$ cat config.mk
export PLATFORM = sky130hd
export DESIGN_NAME = imem_responder_flat
export DESIGN_NICKNAME = d
export VERILOG_FILES = /design/src/rtl/glorb_pkg.sv /design/src/rtl/imem_responder_if.sv /design/src/rtl/imem_responder_word_asm.sv /design/src/rtl/imem_responder.sv /design/src/flat_wrapper.sv
export SDC_FILE = /design/constraint.sdc
export NUM_CORES = 1
export LEC_CHECK = 0
export BUFFER_PORTS_ARGS = -buffer_cell sky130_fd_sc_hd__buf_2
export CAP_MARGIN = 40
export CORE_MARGIN = 5
export CORE_UTILIZATION = 34
export DETAILED_ROUTE_END_ITERATION = 16
export GPL_ROUTABILITY_DRIVEN = 0
export PLACE_DENSITY = 0.6
export SYNTH_ARGS = -nofsm -noshare
export SYNTH_HDL_FRONTEND = slang
export SYNTH_HIERARCHICAL = 1
export SYNTH_SLANG_ARGS = --single-unit
export TNS_END_PERCENT = 5
$ cat constraint.sdc
create_clock -name clk -period 4 [get_ports clk]
set_input_delay 0.6 -clock clk [delete_from_list [all_inputs] [get_ports clk]]
set_output_delay 0.6 -clock clk [all_outputs]
set_load 0.02 [all_outputs]
$ cat src/rtl/glorb_pkg.sv
// Shared definitions for the instruction-memory responder: FSM states,
// the NOP encoding and the chunks-per-word derivation.
package glorb_pkg;

  typedef enum logic [1:0] {
    IDLE  = 2'd0,
    LOAD  = 2'd1,
    START = 2'd2,
    RUN   = 2'd3
  } state_t;

  // All-zero word; the fetch register shows this whenever nothing valid is held.
  localparam logic [31:0] NOP_WORD = 32'h0;

  // Number of load chunks that make up one instruction word.
  function automatic int calc_cpw(input int iw, input int lw);
    return iw / lw;
  endfunction

  // A word must split into a whole number of non-empty chunks.
  function automatic bit width_ok(input int iw, input int lw);
    return (lw > 0) && (iw >= lw) && ((iw % lw) == 0);
  endfunction

endpackage

$ cat src/rtl/imem_responder_if.sv
// Fetch and program-load bus of the instruction-memory responder.
// master = loader/host plus core side, slave = the responder.
interface imem_responder_if #(
  parameter int IW  = 12,
  parameter int IMW = 4,
  parameter int LW  = 4
);
  logic           ld_valid;
  logic           ld_ready;
  logic [LW-1:0]  ld_data;
  logic           ld_last;
  logic           reload;
  logic [IMW-1:0] pc_addr;
  logic [IW-1:0]  instr;
  logic           instr_valid;
  logic           start;
  logic           load_err;

  modport master (
    output ld_valid, ld_data, ld_last, reload, pc_addr,
    input  ld_ready, instr, instr_valid, start, load_err
  );

  modport slave (
    input  ld_valid, ld_data, ld_last, reload, pc_addr,
    output ld_ready, instr, instr_valid, start, load_err
  );
endinterface

$ cat src/rtl/imem_responder_word_asm.sv
// Chunk assembler: shifts load chunks in MSB-first and flags the chunk that
// completes a word. The completed word is presented combinationally so the
// parent can write it to memory on the same edge that accepts the last chunk.
module imem_word_asm
  import glorb_pkg::*;
#(
  parameter int IW = 12,
  parameter int LW = 4
) (
  input  logic          clk,
  input  logic          rst_n,
  input  logic          clear,
  input  logic          chunk_valid,
  input  logic [LW-1:0] chunk_data,
  output logic          word_done,
  output logic [IW-1:0] word
);

  localparam int CPW = calc_cpw(IW, LW);
  localparam int CW  = (CPW > 1) ? $clog2(CPW) : 1;

  if (!width_ok(IW, LW)) begin : g_bad_width
    $error("imem_word_asm: IW must be a non-zero multiple of LW");
  end

  logic [CW-1:0] cnt;
  logic [IW-1:0] shift;
  logic          at_last;

  assign at_last   = (cnt == CW'(CPW - 1));
  assign word_done = chunk_valid && at_last;
  assign word      = IW'({shift, chunk_data});

  // Shift each accepted chunk in and count position within the current word.
  always_ff @(posedge clk or negedge rst_n) begin
    if (!rst_n) begin
      cnt   <= '0;
      shift <= '0;
    end else if (clear) begin
      cnt   <= '0;
      shift <= '0;
    end else if (chunk_valid) begin
      shift <= IW'({shift, chunk_data});
      cnt   <= at_last ? '0 : cnt + CW'(1);
    end
  end

endmodule

$ cat src/rtl/imem_responder.sv
// Instruction-memory responder: loads a program nibble-serially, pulses start
// once loaded, then answers fetch addresses with a registered instruction.
module imem_responder
  import glorb_pkg::*;
#(
  parameter int IW  = 12,
  parameter int IMW = 4,
  parameter int LW  = 4
) (
  input  logic             clk,
  input  logic             rst_n,
  imem_responder_if.slave  bus
);

  localparam int DEPTH = 2 ** IMW;

  if (!width_ok(IW, LW)) begin : g_bad_width
    $error("imem_responder: IW must be a non-zero multiple of LW");
  end

  state_t        state;
  logic [IW-1:0] mem [DEPTH];
  logic [IMW:0]  wr_cnt;
  logic          full;
  logic          accept;
  logic          wr_en;
  logic          asm_clear;
  logic          word_done;
  logic [IW-1:0] word;

  assign full      = wr_cnt[IMW];
  assign accept    = bus.ld_valid && bus.ld_ready && (state == IDLE || state == LOAD);
  assign wr_en     = accept && word_done && !full;
  assign asm_clear = (state == RUN) && bus.reload;

  imem_word_asm #(.IW(IW), .LW(LW)) u_asm (
    .clk         (clk),
    .rst_n       (rst_n),
    .clear       (asm_clear),
    .chunk_valid (accept),
    .chunk_data  (bus.ld_data),
    .word_done   (word_done),
    .word        (word)
  );

  // Program storage; deliberately not reset so a reset does not cost a reload.
  always_ff @(posedge clk) begin
    if (wr_en) begin
      mem[wr_cnt[IMW-1:0]] <= word;
    end
  end

  // Load/start/run sequencing with all bus outputs registered.
  always_ff @(posedge clk or negedge rst_n) begin
    if (!rst_n) begin
      state           <= IDLE;
      wr_cnt          <= '0;
      bus.ld_ready    <= 1'b1;
      bus.instr       <= IW'(NOP_WORD);
      bus.instr_valid <= 1'b0;
      bus.start       <= 1'b0;
      bus.load_err    <= 1'b0;
    end else begin
      case (state)
        IDLE, LOAD: begin
          if (accept) begin
            state <= LOAD;
            if (word_done) begin
              if (full) begin
                bus.load_err <= 1'b1;
              end else begin
                wr_cnt <= wr_cnt + 1'b1;
              end
            end
            if (bus.ld_last) begin
              if (!word_done) begin
                bus.load_err <= 1'b1;
              end
              state        <= START;
              bus.ld_ready <= 1'b0;
              bus.start    <= 1'b1;
            end
          end
        end
        START: begin
          bus.start <= 1'b0;
          state     <= RUN;
        end
        RUN: begin
          if (bus.reload) begin
            state           <= LOAD;
            wr_cnt          <= '0;
            bus.ld_ready    <= 1'b1;
            bus.instr       <= IW'(NOP_WORD);
            bus.instr_valid <= 1'b0;
            bus.load_err    <= 1'b0;
          end else begin
            bus.instr       <= mem[bus.pc_addr];
            bus.instr_valid <= 1'b1;
          end
        end
        default: state <= IDLE;
      endcase
    end
  end

endmodule

$ cat src/flat_wrapper.sv
// flat-port wrapper written by rule: the top's interface ports become plain ports
module imem_responder_flat import glorb_pkg::*;
#(
  parameter int IW  = 12,
  parameter int IMW = 4,
  parameter int LW  = 4
)
  (clk, rst_n, bus_ld_valid, bus_ld_data, bus_ld_last, bus_reload, bus_pc_addr, bus_ld_ready, bus_instr, bus_instr_valid, bus_start, bus_load_err);
  imem_responder_if #(.IW(IW), .IMW(IMW), .LW(LW)) bus_i ();
  input  logic clk;
  input  logic rst_n;
  input wire logic [$bits(bus_i.ld_valid)-1:0] bus_ld_valid;
  input wire logic [$bits(bus_i.ld_data)-1:0] bus_ld_data;
  input wire logic [$bits(bus_i.ld_last)-1:0] bus_ld_last;
  input wire logic [$bits(bus_i.reload)-1:0] bus_reload;
  input wire logic [$bits(bus_i.pc_addr)-1:0] bus_pc_addr;
  output wire logic [$bits(bus_i.ld_ready)-1:0] bus_ld_ready;
  output wire logic [$bits(bus_i.instr)-1:0] bus_instr;
  output wire logic [$bits(bus_i.instr_valid)-1:0] bus_instr_valid;
  output wire logic [$bits(bus_i.start)-1:0] bus_start;
  output wire logic [$bits(bus_i.load_err)-1:0] bus_load_err;
  assign bus_i.ld_valid = bus_ld_valid;
  assign bus_i.ld_data = bus_ld_data;
  assign bus_i.ld_last = bus_ld_last;
  assign bus_i.reload = bus_reload;
  assign bus_i.pc_addr = bus_pc_addr;
  assign bus_ld_ready = bus_i.ld_ready;
  assign bus_instr = bus_i.instr;
  assign bus_instr_valid = bus_i.instr_valid;
  assign bus_start = bus_i.start;
  assign bus_load_err = bus_i.load_err;
  imem_responder #(.IW(IW), .IMW(IMW), .LW(LW)) u_core (.clk(clk), .rst_n(rst_n), .bus(bus_i));
endmodule
After elaboration in Yosys (flattened, before gate mapping)
Memories as Yosys holds them, arrays and structs flattened. Cells that the tools add are included.

Flip-flop bits (word level): 33. Latch bits: 0. Memory bits (writable): 192. Bits in read-only memories: 0. Input bits: 13. Output and inout bits: 16. Word-level logic and storage cells: 73. Memories: 1.

Add/subtract/negate cells: 2. Multipliers: 0. Div/mod/pow operators: 0. Magnitude comparators: 0. Equality and inequality tests: 9. Shift operators: 0. Mux-type cells: 32. Bitwise operators: 0. Reduce and logical (&&, ||, !) cells: 19.

Memories: u_core.mem (depth 16, bits a word 12, rd ports 1, clocked after memory_dff 0, wr ports 1, line imem_responder.sv:22) `logic [IW-1:0] mem [DEPTH];`.

Operators by type and width (number): 5-bit two-way mux (4); 8-bit two-way mux (2); 1-bit two-way mux (14); 12-bit two-way mux (1); 2-bit two-way mux (6); 5-bit one-hot mux with 2 select lines (1); 4-bit AND reduction (2); 2-bit equality test (second input constant) (3); 1-bit logical AND (6); 2-bit != test (second input constant) (3); 1-bit one-hot mux with 2 select lines (3); 2-bit one-hot mux with 3 select lines (1); 3-bit AND reduction (2); 2-bit nonzero test (3); 5-bit by 1-bit adder with 5-bit output (second input constant) (1); 5-bit AND reduction (1); 2-bit by 1-bit != test with 1-bit output (second input constant) (2); 2-bit by 1-bit adder with 2-bit output (second input constant) (1); 2-bit by 1-bit equality test with 1-bit output (second input constant) (1); 2-bit zero test (1); 2-bit AND reduction (1); 2-bit OR reduction (1); 1-bit zero test (1); 1-bit logical OR (1).

Longest topological paths before layout
Depth after elaboration: 9. Gate-level depth with buffers: 8. Depth with buffers taken out: 6.

Hierarchy
Netlist, hierarchy kept.

By module, submodules not included: imem_responder (instances 1, cells an instance 402, area each 8379.3 sq um); imem_word_asm (instances 1, cells an instance 39, area each 449.2 sq um).

Worst setup path after synthesis
Ideal clock, no wire load.

Path kind: register to register. From: reg u_core.bus.ld_ready. To: mem u_core.mem[11][0] (enable). Arrival time: 2.646 ns. Setup slack: 0.958 ns. Stages on the path, launching flop included: 8. Path buffers: 2. Period minus slack after synthesis: 3.042 ns. Cell sequence: dfstp_2 and3b_1 buf_2 buf_4 and3b_1 nor2b_1 nand2_1 nor3_1.

Cells in the longest elaborated chain, start to end: 7.

RTL lines: from (decl) (line imem_responder_if.sv:26) `output ld_ready, instr, instr_valid, start, load_err`; from (signal assigned) (line imem_responder.sv:58) `bus.ld_ready <= 1'b1;`; from (signal assigned) (line imem_responder.sv:80) `bus.ld_ready <= 1'b0;`; from (signal assigned) (line imem_responder.sv:93) `bus.ld_ready <= 1'b1;`; 1-bit logical AND (2 in series) (line imem_responder.sv:32) `assign accept = bus.ld_valid && bus.ld_ready && (state == IDLE || state == LOAD);`; via u_core.accept (line imem_responder.sv:25) `logic accept;`; 1-bit logical AND (line imem_responder_word_asm.sv:31) `assign word_done = chunk_valid && at_last;`; via u_core.word_done (line imem_responder.sv:28) `logic word_done;`; 1-bit logical AND (2 in series) (line imem_responder.sv:33) `assign wr_en = accept && word_done && !full;`; 1-bit two-way mux (line imem_responder.sv:48) `if (wr_en) begin`; 1-bit two-way mux (not written as such) (line imem_responder.sv:49) `mem[wr_cnt[IMW-1:0]] <= word;`; to (decl) (line imem_responder.sv:22).

The timed path passes the listed nets, and every way through them passes these cells.

Worst setup path after layout
From: reg u_core.state[1]. To: mem u_core.mem[3][11] (enable).

Cells in the longest elaborated chain, start to end: 8.

RTL lines: from (decl) (line imem_responder.sv:21) `state_t state;`; from (signal assigned) (line imem_responder.sv:56) `state <= IDLE;`; from (signal assigned) (line imem_responder.sv:67) `state <= LOAD;`; from (signal assigned) (line imem_responder.sv:79) `state <= START;`; 2-bit by 1-bit equality test with 1-bit output / 2-bit zero test (equally long branches) (line imem_responder.sv:32); 1-bit logical OR * (line imem_responder.sv:32); 1-bit logical AND * (line imem_responder.sv:32); 1-bit logical AND * (line imem_responder_word_asm.sv:31); via u_core.word_done (line imem_responder.sv:28); 1-bit logical AND * (2 in series) (line imem_responder.sv:33); 1-bit two-way mux * (line imem_responder.sv:48); 1-bit two-way mux (not written as such) * (line imem_responder.sv:49).

Mark *: on every way through the listed nets, which the timed path passes. The rest lies on a longest branch.

==> qor.yml <==
setup_path:
  critical_path.startpoint_type: "flop"
  path_buf_inv: 0
  r2r_cells: 6
  reg2reg_to: "u_core/mem[3][11]"
  crit_family: "simple AND/OR/NAND/NOR gates"
  critPathMaxFanout: 12
  endpoint_kind: "flop"
  path_depth: 6
  crit_chain: "and3b_1 > and3b_1 > nor2b_1 > nand2_1 > nor3_1 > and2_1"
  arrival_ps: 2810
  worstPathRequired_ps: 4130
  crit_type: "flop to flop"
  r2r-start: "u_core/state[1]"
  rrSetupSlack_ps: 1320
  critPathMaxStageDelay_ps: 590
  crit_top_cell: "and3b_1"
  slowest_stage: "and2_1"
sta:
  maxSlewViolCount: 0
  finalCritPeriodShare: 0.6698
  fmax_mhz: 373.2
  skew_ps: 11.39
  rsz0062_at_grt: "false"
  worstMarginPinSlew_ps: 815.9
  setup-tns-final_ps: 0
  setup_violations: 0
  hold_viol_final: 0
  setup_ws_ps: 1321
  relSlewSlack: 0.4561
  layout_min_cycle_time_ps: 2679
finish:
  nFillCells: 2333
  final_core_util: 0.3901
  area_growth_syn_to_layout_pct: 14.17
  multiInputGateArea_mm2: 0.002073
  ff_latch_area_mm2: 0.006593
  drive_above_1_share: 0.2414
  antenna_cells: 0
  final_cell_mix: "edfxtp_1 (192), mux4_2 (39), dfrtp_1 (32)"
  layout_commonest_cell: "edfxtp_1"
  nets: 494
synthesis:
  synthMuxAreaShare: 0.1495
  syn_area_mm2: 0.008828
  synth.net_count: 458
  yosys.area_share.simple: 0.04464
  synth_compound_area_frac: 0.03373
  yosys.area.top_type: "edfxtp_1"
  ys_seq_area_frac: 0.7467
  synthXorXnorAreaFrac: 0
  synth_fa_ha_area_frac: 0.005669
  synth_area_leaders: "edfxtp_1 (65%), mux4_2 (9.9%), dfrtp_1 (9.1%)"
  synth_cell_type_count: 42
  ys_ff_latch: 225
  async_flop_share: 0.1467
  synthDominantCellAreaShare: 0.6531
  synth_top_family_by_area: "multiplexers"
  synth_top_flop_cell: "edfxtp_1"
  synth_edf_count: 192
  avgSynthCellArea_um2: 20.02
  netlist_instances: 441
  ys_warn_count: 6
grt:
  antenna_found_initial: 0
  grt_overflow_total: 0
  grt_max_degree: 34
  grt_pass1_vias: 4341
  grt_usage: 0.1269
  grt_pass1_wl_um: 27820
floorplanning:
  rows: 59
  floorplan.initialDensity: 0.3417
  die-area_mm2: 0.02929
  die_y_um: 171.1
  die_x_um: 171.1
  fp.coreArea_mm2: 0.02584
  ios: 29
clock_tree:
  cts-root-buf: "clkbuf_16"
  ctsHoldBuffers: 0
  cts_buffers: 23
  clock_sinks: 225
  clock_latency_ps: 500
  clk_pin_slew_worst_paths_ps: 60
  htreeDepth: 1
  cts_resized: 0
  cts_tree: "built"
  cts_setup_buffers: 0
  cts_buffer_depth: 3
drt:
  drtIter0Drc: 354
  routed_wl_um: 18400
  vias_per_cell: 5.127
  drc_errors: 0
  vias: 4245
  first_pass_iters: 4
  drt-wirelength-per-cell_um: 22.22
  ant_nets: 0
job:
  max_cap_viol_count: 0
power_and_ir_drop:
  ir_worst_vdd_v: 0.0002819
  power_leakage_nw: 3.756
  power.density_mw_per_mm2: 472.7
  totalPowerFinal_w: 0.004765
place:
  dp_hpwl_um: 11830
  pre_cts_ws_ps: 1183
  portBuffers: 28
status:
  status: "complete, no violations"
worst_hold_path:
  min_path_type: "input pin to asynchronous set/reset pin"
-- routing by layer --
layer | global-route usage | wire length (µm)
met1 | 0.1854 | 8210
met2 | 0.1988 | 8660
met3 | 0.02056 | 1076
met4 | 0.03548 | 450
met5 | 0 | 0
-- cells in the mapped netlist (all sizes together) (5+ instances only) --
cell	number
edfxtp	192
mux2i	22
a22oi	11
clkbuf	6
o211ai	12
mux4	47
nor2	19
and2	10
buf	20
nand2	20
dfrtp	32
a21oi	5
-- kinds of logic after synthesis --
group                      count (synthesis)
buffers and inverters                     28
muxes                                     70
adders and majority gates                  4
DFF                                      225
AOI/OAI and AO/OA                         39
and+or+nand+nor                           75
-- registers in the layout, indices dropped and copies added, names as in the netlist, 2 cells and up --
register,cells
u_core/mem,192
u_core/wr_cnt,5
u_core/bus.instr,12
u_core/u_asm/shift,8
u_core/u_asm/cnt,2
u_core/state,2
-- layout make-up --
cell class / instances / share of cell area
Multi-Input combinational cell: 188 / 0.2057
Clock inverter: 14 / 0.01750
Sequential cell: 225 / 0.6540
Timing Repair Buffer: 37 / 0.02185
Inverter: 2 / 0.0007448
Tap cell: 335 / 0.04158
Clock buffer: 27 / 0.05859
-- how the worst max path moves through the flow --
stage / start / endpoint / slack (ps)
CTS: u_core/state[1] / u_core/mem[3][3] / 1320
global placement: bus_ld_valid / u_core/mem[9][0] / 1280
floorplan: u_core/bus.ld_ready / u_core/mem[11][0] / 960
global route: u_core/state[1] / u_core/mem[3][10] / 1100
finish: u_core/state[1] / u_core/mem[3][11] / 1320
detailed placement: bus_ld_valid / u_core/mem[3][11] / 1180
-- power by group --
group / switching, W / leakage, nW / internal [W]
sequential: 0 / 2.45 / 0.00252
combinational: 0.0000605 / 0.928 / 0.0000371
clock: 0.000829 / 0.373 / 0.00131
-- metrics by stage --
| step | instance area [µm²] | std cells | hold WS (ps) |
|---|---|---|---|
| floorplan | 8828 | 441 | 304.4 |
| global placement | 9293 | 786 | 486.2 |
| detailed placement | 9313 | 787 | 480.5 |
| CTS | 10080 | 828 | 199.0 |
| global route | 10080 | 828 | 256.2 |
| finish | 10080 | 828 | 199.4 |
(Power assumes the default switching activity.)
